<file path="config.mk">
export PLATFORM = sky130hd
export DESIGN_NAME = arb_mux_n_flat
export DESIGN_NICKNAME = d
export VERILOG_FILES = /design/src/rtl/arb_mux_n_if.sv /design/src/rtl/arb_mux_n.sv /design/src/flat_wrapper.sv
export SDC_FILE = /design/constraint.sdc
export NUM_CORES = 1
export LEC_CHECK = 0
export CORE_AREA = 2 2 233 235
export CTS_CLUSTER_DIAMETER = 30
export DETAILED_ROUTE_END_ITERATION = 10
export DIE_AREA = 0 0 235 237
export MAX_ROUTING_LAYER = met4
export SETUP_SLACK_MARGIN = 0.1
export SYNTH_ARGS = -nofsm -noshare
export SYNTH_HDL_FRONTEND = slang
export SYNTH_SLANG_ARGS = --single-unit
</file>
<file path="constraint.sdc">
create_clock -name clk -period 2.9 [get_ports clk]
set_clock_uncertainty 0.15 [all_clocks]
set_input_delay 0.29 -clock clk [delete_from_list [all_inputs] [get_ports clk]]
set_output_delay 0.29 -clock clk [all_outputs]
set_load 0.005 [all_outputs]
</file>
<file path="src/rtl/arb_mux_n_if.sv">
// Bundle of channel-side and output-side handshake signals for arb_mux_n.
// The slave modport is the arbiter's view; the master modport is the
// view of whatever drives the inputs and consumes the output.
interface arb_mux_n_if #(
    parameter int WIDTH = 64,
    parameter int N     = 8,
    parameter int SW    = $clog2(N)
);
    logic [N*WIDTH-1:0] in_data;
    logic [N-1:0]       in_valid;
    logic [N-1:0]       in_ready;
    logic               force_en;
    logic [SW-1:0]      force_sel;
    logic [WIDTH-1:0]   out_data;
    logic               out_valid;
    logic               out_ready;
    logic [SW-1:0]      out_chan;

    modport master (
        output in_data, in_valid, force_en, force_sel, out_ready,
        input  in_ready, out_data, out_valid, out_chan
    );

    modport slave (
        input  in_data, in_valid, force_en, force_sel, out_ready,
        output in_ready, out_data, out_valid, out_chan
    );
endinterface

</file>
<file path="src/rtl/arb_mux_n.sv">
// N-input round-robin arbiter feeding a single registered output slot.
// A forced mode pins the grant to one channel without touching the
// round-robin pointer, so normal arbitration resumes where it left off.
module arb_mux_n #(
    parameter int WIDTH = 64,
    parameter int N     = 8,
    parameter int SW    = $clog2(N)
) (
    input  logic     clk,
    input  logic     reset,
    arb_mux_n_if.slave bus
);

    logic [SW-1:0]    r_ptr;
    logic             r_out_valid;
    logic [WIDTH-1:0] r_out_data;
    logic [SW-1:0]    r_out_chan;

    logic             w_slot_free;
    logic [N-1:0]     w_hi_grant;
    logic [N-1:0]     w_lo_grant;
    logic [N-1:0]     w_rr_grant;
    logic [N-1:0]     w_force_grant;
    logic [N-1:0]     w_grant;
    logic             w_grant_any;
    logic [SW-1:0]    w_grant_idx;
    logic [WIDTH-1:0] w_grant_data;
    logic [SW-1:0]    w_ptr_next;

    // The slot can take a new entry when empty or being drained this cycle.
    assign w_slot_free = !r_out_valid || bus.out_ready;

    // Round-robin search: lowest valid channel at or above the pointer,
    // otherwise wrap around to the lowest valid channel overall.
    always_comb begin
        // NOTE: every combinational output gets a default before any
        // conditional write, so no path through the block infers a latch.
        w_hi_grant = '0;
        w_lo_grant = '0;
        for (int i = N - 1; i >= 0; i--) begin
            if (bus.in_valid[i]) begin
                w_lo_grant    = '0;
                w_lo_grant[i] = 1'b1;
                if (i >= int'(r_ptr)) begin
                    w_hi_grant    = '0;
                    w_hi_grant[i] = 1'b1;
                end
            end
        end
        w_rr_grant = (|w_hi_grant) ? w_hi_grant : w_lo_grant;
    end

    // Forced mode: only the selected channel, and only if it is valid;
    // an out-of-range select grants nothing.
    always_comb begin
        w_force_grant = '0;
        if (int'(bus.force_sel) < N) begin
            w_force_grant[bus.force_sel] = bus.in_valid[bus.force_sel];
        end
    end

    // Final one-hot grant; reset and a blocked slot suppress it entirely.
    always_comb begin
        w_grant = '0;
        if (!reset && w_slot_free) begin
            w_grant = bus.force_en ? w_force_grant : w_rr_grant;
        end
    end

    assign w_grant_any  = |w_grant;
    assign bus.in_ready = w_grant;

    // Encode the one-hot grant and select the granted channel's data.
    always_comb begin
        w_grant_idx  = '0;
        w_grant_data = '0;
        for (int i = 0; i < N; i++) begin
            if (w_grant[i]) begin
                w_grant_idx  = w_grant_idx | SW'(i);
                w_grant_data = w_grant_data | bus.in_data[i*WIDTH +: WIDTH];
            end
        end
    end

    // Pointer moves to the channel just after the winner, wrapping at N-1.
    assign w_ptr_next = (w_grant_idx == SW'(N - 1)) ? '0 : w_grant_idx + 1'b1;

    // Output slot and round-robin pointer state.
    always_ff @(posedge clk) begin
        // NOTE: state registers use non-blocking assignments so every
        // register samples pre-edge values, independent of statement order.
        if (reset) begin
            // NOTE: out_data is reset too, because its post-reset value is
            // observable; wide datapath registers are often left unreset.
            r_out_valid <= 1'b0;
            r_out_data  <= '0;
            r_out_chan  <= '0;
            r_ptr       <= '0;
        end else if (w_slot_free) begin
            if (w_grant_any) begin
                r_out_valid <= 1'b1;
                r_out_data  <= w_grant_data;
                r_out_chan  <= w_grant_idx;
                if (!bus.force_en) begin
                    r_ptr <= w_ptr_next;
                end
            end else begin
                r_out_valid <= 1'b0;
            end
        end
    end

    assign bus.out_valid = r_out_valid;
    assign bus.out_data  = r_out_data;
    assign bus.out_chan  = r_out_chan;

endmodule

</file>
<file path="src/flat_wrapper.sv">
// flat-port wrapper written by rule: the top's interface ports become plain ports
module arb_mux_n_flat 
#(
    parameter int WIDTH = 64,
    parameter int N     = 8,
    parameter int SW    = $clog2(N)
)
  (clk, reset, bus_in_data, bus_in_valid, bus_force_en, bus_force_sel, bus_out_ready, bus_in_ready, bus_out_data, bus_out_valid, bus_out_chan);
  arb_mux_n_if #(.WIDTH(WIDTH), .N(N), .SW(SW)) bus_i ();
  input  logic clk;
  input  logic reset;
  input wire logic [$bits(bus_i.in_data)-1:0] bus_in_data;
  input wire logic [$bits(bus_i.in_valid)-1:0] bus_in_valid;
  input wire logic [$bits(bus_i.force_en)-1:0] bus_force_en;
  input wire logic [$bits(bus_i.force_sel)-1:0] bus_force_sel;
  input wire logic [$bits(bus_i.out_ready)-1:0] bus_out_ready;
  output wire logic [$bits(bus_i.in_ready)-1:0] bus_in_ready;
  output wire logic [$bits(bus_i.out_data)-1:0] bus_out_data;
  output wire logic [$bits(bus_i.out_valid)-1:0] bus_out_valid;
  output wire logic [$bits(bus_i.out_chan)-1:0] bus_out_chan;
  assign bus_i.in_data = bus_in_data;
  assign bus_i.in_valid = bus_in_valid;
  assign bus_i.force_en = bus_force_en;
  assign bus_i.force_sel = bus_force_sel;
  assign bus_i.out_ready = bus_out_ready;
  assign bus_in_ready = bus_i.in_ready;
  assign bus_out_data = bus_i.out_data;
  assign bus_out_valid = bus_i.out_valid;
  assign bus_out_chan = bus_i.out_chan;
  arb_mux_n #(.WIDTH(WIDTH), .N(N), .SW(SW)) u_core (.clk(clk), .reset(reset), .bus(bus_i));
endmodule
</file>
# Word-level counts from Yosys, hierarchy flattened
# Index checks and enable logic that the tools add are counted.
[word_totals]
register_bits = 71
latch_bits = 0
ramBits = 0
rom_bits = 0
inputBits = 527
out_inout_bits = 76
wordCells = 79
n_memories = 0
[classes]
n_addsub = 1
multipliers = 0
div_mod_pow = 0
magnitude_cmp = 9
eq_ne = 1
shift = 0
n_mux = 46
bitwise = 9
reduce_logical = 9
[ops]
columns = ["op", "n"]
rows = [
  ["two-way mux 64 bit", 8],
  ["bitwise OR 64 bit", 7],
  ["two-way mux 8 bit", 25],
  ["OR reduction 8 bit", 2],
  ["two-way mux 3 bit", 5],
  ["greater-or-equal comparator 3 bit, first input constant", 3],
  ["AND 8 bit", 1],
  ["greater-or-equal comparator 1 x 3 -> 1 bit, first input constant", 2],
  ["greater-or-equal comparator 2 x 3 -> 1 bit, first input constant", 2],
  ["less-than comparator 3 x 4 -> 1 bit, second input constant", 1],
  ["two-way mux 1 bit", 4],
  ["two-way mux 2 bit", 2],
  ["adder 3 x 1 -> 3 bit, second input constant", 1],
  ["binary-select mux 1 bit (select 3 bit)", 1],
  ["demux 1 bit (select 3 bit)", 1],
  ["== test 3 bit, second input constant", 1],
  ["greater-or-equal comparator 3 x 1 -> 1 bit, second input constant", 1],
  ["AND reduction 3 bit", 1],
  ["logical AND 1 bit", 2],
  ["logical NOT 1 bit", 2],
  ["AND reduction 2 bit", 1],
  ["logical OR 1 bit", 1],
  ["inverter 1 bit", 1],
]

# Logic depth before layout (Yosys ltp)
[logic_depth]
word_depth = 34
depth_mapped = 12
ltp_nobuf = 11

# Least setup slack after synthesis
# No wires, ideal clock.
[synth_path]
kind = "in2reg"
from = "in bus_in_valid[0]"
to = "reg u_core.r_ptr[2]"
t_arrival_ps = 2637
slack_ps = -28
path_stages = 12
n_path_buf = 1
cell_sequence = "buf_4 or3b_1 a31oi_2 or2_2 or2_2 nand2_1 or4_1 ha_1 ha_1 nor3b_1 a32oi_1 o311ai_0"
[synth_via]
word_cells_on_any_way = 21
cone_classes = "1 x add/sub; 1 x eq/ne; 15 x mux; 1 x bitwise; 3 x reduce/logical"
[synth_lines]
columns = ["element", "line", "text"]
rows = [
  ["from (decl)", "flat_wrapper.sv:13", "input wire logic [$bits(bus_i.in_valid)-1:0] bus_in_valid;"],
  ["binary-select mux 1 bit (select 3 bit) or two-way mux 8 bit (tied branches)", "arb_mux_n.sv:58, arb_mux_n.sv:41", ""],
  ["two-way mux 1 bit (implied by the code) or OR reduction 8 bit (tied branches)", "arb_mux_n.sv:58, arb_mux_n.sv:50", ""],
  ["AND 8 bit (no source line) or two-way mux 8 bit (tied branches)", "n/a", ""],
  ["two-way mux 8 bit *", "arb_mux_n.sv:66", "w_grant = bus.force_en ? w_force_grant : w_rr_grant;"],
  ["two-way mux 8 bit *", "arb_mux_n.sv:65", "if (!reset && w_slot_free) begin"],
  ["net bus_in_ready[7]", "flat_wrapper.sv:17", "output wire logic [$bits(bus_i.in_ready)-1:0] bus_in_ready;"],
  ["two-way mux 3 bit *", "arb_mux_n.sv:78", "if (w_grant[i]) begin"],
  ["net u_core.w_grant_idx[1]", "arb_mux_n.sv:26", "logic [SW-1:0] w_grant_idx;"],
  ["adder 3 x 1 -> 3 bit or == test 3 bit (tied branches)", "arb_mux_n.sv:86", "assign w_ptr_next = (w_grant_idx == SW'(N - 1)) ? '0 : w_grant_idx + 1'b1;"],
  ["two-way mux 3 bit *", "arb_mux_n.sv:86", ""],
  ["net u_core.w_ptr_next[2]", "arb_mux_n.sv:28", "logic [SW-1:0] w_ptr_next;"],
  ["to (signal assigned)", "arb_mux_n.sv:105", "r_ptr <= w_ptr_next;"],
  ["to (decl)", "arb_mux_n.sv:14", "logic [SW-1:0] r_ptr;"],
]
# Mark *: on every way through the listed nets, which the timed path passes. The rest lies on a longest branch. The select of a mux whose other input is x is not followed.
# A chain may end at the register's enable or synchronous reset.

# Final worst setup path
[layout_path]
from = "reg u_core.r_ptr[2]"
to = "reg u_core.r_out_data[60], in the netlist u_core.bus.out_data[60]"
[layout_via]
elab_chain_cells = 34
word_cells_on_any_way = 42
cone_classes = "7 x order compare; 25 x mux; 7 x bitwise; 3 x reduce/logical"
[layout_rtl]
columns = ["element", "line", "text"]
rows = [
  ["greater-or-equal comparator 3 bit", "arb_mux_n.sv:44", "if (i >= int'(r_ptr)) begin"],
  ["two-way mux 8 bit", "arb_mux_n.sv:44", ""],
  ["two-way mux 8 bit", "arb_mux_n.sv:41", "if (bus.in_valid[i]) begin"],
  ["two-way mux 8 bit", "arb_mux_n.sv:44", ""],
  ["two-way mux 8 bit", "arb_mux_n.sv:41", ""],
  ["two-way mux 8 bit", "arb_mux_n.sv:44", ""],
  ["two-way mux 8 bit", "arb_mux_n.sv:41", ""],
  ["two-way mux 8 bit", "arb_mux_n.sv:44", ""],
  ["[... 18 more ...]", "n/a", ""],
  ["bitwise OR 64 bit", "arb_mux_n.sv:80", "w_grant_data = w_grant_data | bus.in_data[i*WIDTH +: WIDTH];"],
  ["two-way mux 64 bit", "arb_mux_n.sv:78", ""],
  ["bitwise OR 64 bit", "arb_mux_n.sv:80", ""],
  ["two-way mux 64 bit", "arb_mux_n.sv:78", ""],
  ["bitwise OR 64 bit", "arb_mux_n.sv:80", ""],
  ["two-way mux 64 bit", "arb_mux_n.sv:78", ""],
  ["bitwise OR 64 bit", "arb_mux_n.sv:80", ""],
  ["two-way mux 64 bit", "arb_mux_n.sv:78", ""],
  ["to (signal assigned)", "arb_mux_n.sv:102", "r_out_data <= w_grant_data;"],
  ["to (decl)", "arb_mux_n.sv:16", "logic [WIDTH-1:0] r_out_data;"],
]
# Every way passes the cells marked *; elsewhere a longest branch is shown, timed or not.

==> impl_metrics.py <==
metrics = {
    "outcome": {
        "status": "finished, violations left",
        "violations": "negative setup slack",
    },
    "placed_design": {
        "placed_cells": 2123,
        "io_buffers": 602,
        "hpwl_um": 40100,
        "gp_congestion": 0.936,
        "placed_area_um2": 14400,
        "post-place-ws_ns": -0.518,
    },
    "global_route": {
        "grt_pass1_vias": 11400,
        "grt-busiest-layer": "met2",
        "grt_usage_pct": 18.7,
        "grt_pass1_wl_um": 75700,
        "grt-ovfl-total": 0,
        "antenna_found_initial": 0,
        "grt_max_degree": 71,
        "grt_use_met1_pct": 22.0,
        "use_met3_pct": 3.03,
        "met2_usage_pct": 31.7,
    },
    "pwr": {
        "p_leak_nw": 4.90,
        "peakVddDrop_uv": 300,
        "power_density_nw_per_um2": 321,
    },
    "sta": {
        "hold_ws_ns": 0.344,
        "setup_viol_count_final": 67,
        "layout_setup_ws_ns": -0.176,
        "slew_headroom_pct": 25.3,
        "fin_crit_sh_pct": 106,
        "period_needed_ns": 3.08,
        "worst_slew_pin_slew_ns": 1.12,
        "hold_viol": 0,
        "rsz0062_at_grt": "true",
        "maxSlewViolCount": 0,
        "max_freq_ghz": 0.325,
    },
    "floorplanning": {
        "coreArea_um2": 53300,
        "die_y_um": 237,
        "rows": 85,
        "dieArea_um2": 55700,
        "ios": 603,
        "initial_core_util_pct": 12.5,
        "die_x_um": 235,
    },
    "cts": {
        "path_clk_slew_ns": 0.06,
        "cts.sinks": 71,
        "cts_root_buffer": "clkbuf_16",
        "numCtsBuffers": 9,
        "clk_latency_ns": 0.37,
        "cts.htree.levels": 3,
        "postCtsHoldBufs": 0,
        "cts_tree": "done",
        "clock_path_buffers": 2,
    },
    "yosys": {
        "yosys_most_used_dff": "dfxtp_1",
        "synth_edf_count": 0,
        "syn_area_um2": 6680,
        "syn_inst": 822,
        "synth-xor-area-share_pct": 0,
        "yosysSeqAreaShare_pct": 21.3,
        "synth_largest_type_area_fraction_pct": 21.3,
        "ys_ff_latch": 71,
        "syn_nets": 1351,
        "ys_types": 52,
        "synth-compound-area-share_pct": 51.0,
        "synth_top_cell_by_area": "dfxtp_1",
        "muxShareOfSynthArea_pct": 0,
        "synth_top_family_by_area": "compound AO/OA/AOI/OAI gates",
        "ys_async_sr_fraction_pct": 0,
        "synthAdderAreaFrac_pct": 0.375,
        "synth_warnings": 0,
        "synth_area_leaders": "dfxtp_1, a22oi_1, a222oi_1, a221oi_1, o41ai_1",
        "syn_area_per_cell_um2": 8.13,
        "synth-simple-area-share_pct": 19.6,
    },
    "worst_setup_path": {
        "cp_max_fo": 31,
        "arrival_ns": 3.17,
        "reg2reg_slack_ns": -0.18,
        "cp-start-kind": "register",
        "required_ns": 2.99,
        "cp-end-kind": "register",
        "r2r_cells": 10,
        "r2r_start": "u_core.r_ptr[2]",
        "crit_path_start": "u_core.r_ptr[2]",
        "endpoint": "u_core.bus.out_data[60]",
        "timing.rr.end": "u_core.bus.out_data[60]",
        "crit_type": "register to register",
    },
    "run": {
        "cap_violations": 0,
    },
    "drt": {
        "routed_wl_um": 53300,
        "drc": 0,
        "drtIter0Drc": 1242,
        "wl_per_cell_um": 24.7,
        "via_per_inst": 5.11,
        "ant_nets": 0,
        "drt-pass1-iter-count": 7,
        "vias": 11100,
    },
    "layout": {
        "area_delta_synth_final_pct": 128,
        "finalNonFillerCells": 2161,
        "postLayoutCoreUtil_pct": 28.5,
        "fin_area_um2": 15200,
        "drive_gt1_share_pct": 14.8,
        "nNetsFinal": 1990,
        "diodes": 0,
    },
    "hold_path": {
        "hp-class": "register to register",
    },
}
==> flip-flops by register name (all words and copies together), names as in the netlist <==
name	count
u_core.bus.out_chan	3
u_core.r_ptr	3
u_core.bus.out_valid	1
u_core.bus.out_data	64
==> placed cells by master, fill, tap and decap left out, types with 4 or more instances in the layout <==
cell type        count
nand2b_1             6
o41ai_1             64
nand3_1              4
a221oi_1            65
and3_1              66
a31oi_1             56
nand2_1             11
a31oi_2              9
nor2_1              10
nor2_4               4
buf_6               11
dfxtp_1             68
buf_4              108
nor3_1               4
clkdlybuf4s50_1    591
clkinv_2             4
a31oi_4              5
dlygate4sd2_1        7
o21ai_0              4
buf_12              22
nor3b_1             64
a222oi_1            63
a22oi_1            129
clkbuf_16            9
==> cells by family after synthesis <==
kind of cell,Yosys count
compound gates,424
simple gates,203
buf+inv,122
flops,71
fa+ha+maj,2
==> cell type report <==
cell class	count	area [um2]
Sequential cell	71	1430
Clock inverter	5	50.0
Multi-Input combinational cell	629	5110
Inverter	3	11.3
Clock buffer	10	229
Fill cell	5710	38100
Tap cell	696	871
Timing Repair Buffer	747	7500
==> per-stage QoR <==
| stage | setup TNS, ns | power [mW] |
|---|---|---|
| floorplan | 0 | 1.97 |
| global placement | -27.53 | 3.55 |
| detailed placement | -28.46 | 3.56 |
| CTS | -7.43 | 4.89 |
| global route | -12.31 | 5.12 |
| finish | -9.03 | 4.88 |
==> report_power, final <==
group | total [mW] | leakage (nW) | internal (mW) | switching (mW)
clock | 1.16 | 0.142 | 0.656 | 0.503
combinational | 2.48 | 4.17 | 1.44 | 1.04
sequential | 1.24 | 0.588 | 1.14 | 0.104
==> synthesized netlist by cell type (3+ instances only) <==
cell type,n
o41ai_1,64
nand3_1,5
or4_1,4
and3_1,66
a21oi_1,4
nor3b_1,66
nand2b_1,6
nand2_1,13
nor2b_1,3
nor4b_1,3
nand4b_1,3
a221oi_1,66
clkbuf_1,98
o21ai_0,7
buf_6,6
dfxtp_1,71
buf_2,5
nor2_1,14
a222oi_1,63
a22oi_1,129
buf_1,8
a31oi_1,69
or2_2,3
nor3_1,6
==> worst min path at each step <==
stage / cells past startpoint / to / startpoint
floorplan: 1 / u_core.bus.out_valid / reset
global placement: 1 / u_core.bus.out_chan[2] / u_core.bus.out_chan[2]
detailed placement: 1 / u_core.bus.out_chan[2] / u_core.bus.out_chan[2]
CTS: 1 / u_core.bus.out_chan[2] / u_core.bus.out_chan[2]
global route: 1 / u_core.bus.out_chan[2] / u_core.bus.out_chan[2]
finish: 1 / u_core.bus.out_chan[2] / u_core.bus.out_chan[2]
==> worst max-delay path: stages (launching register included) <==
cell and delay (ns):
dfxtp_4 0.38, buf_6 0.12, or3b_4 0.40, a31oi_4 0.17, or3b_4 0.16, a221oi_4 0.06, buf_6 0.14, or4_4 0.60
buf_12 0.20, o41ai_1 0.48, a31oi_4 0.04
==> repair_timing <==
item | 4_1_cts | 5_1_grt
cloned | 3 | 0
resized for setup | 52 | 29
pin swaps | 20 | 3
setup endpoints to repair | 79 | 75
buffers inserted | 16 | 4
==> routing by layer <==
metal	vias to the layer above	wire length, um
met4	0	1890
li1	4926	-
met3	91	3840
met5	-	0
met1	5339	21600
met2	697	26000
No activity file was read; power rests on OpenSTA's default activity.
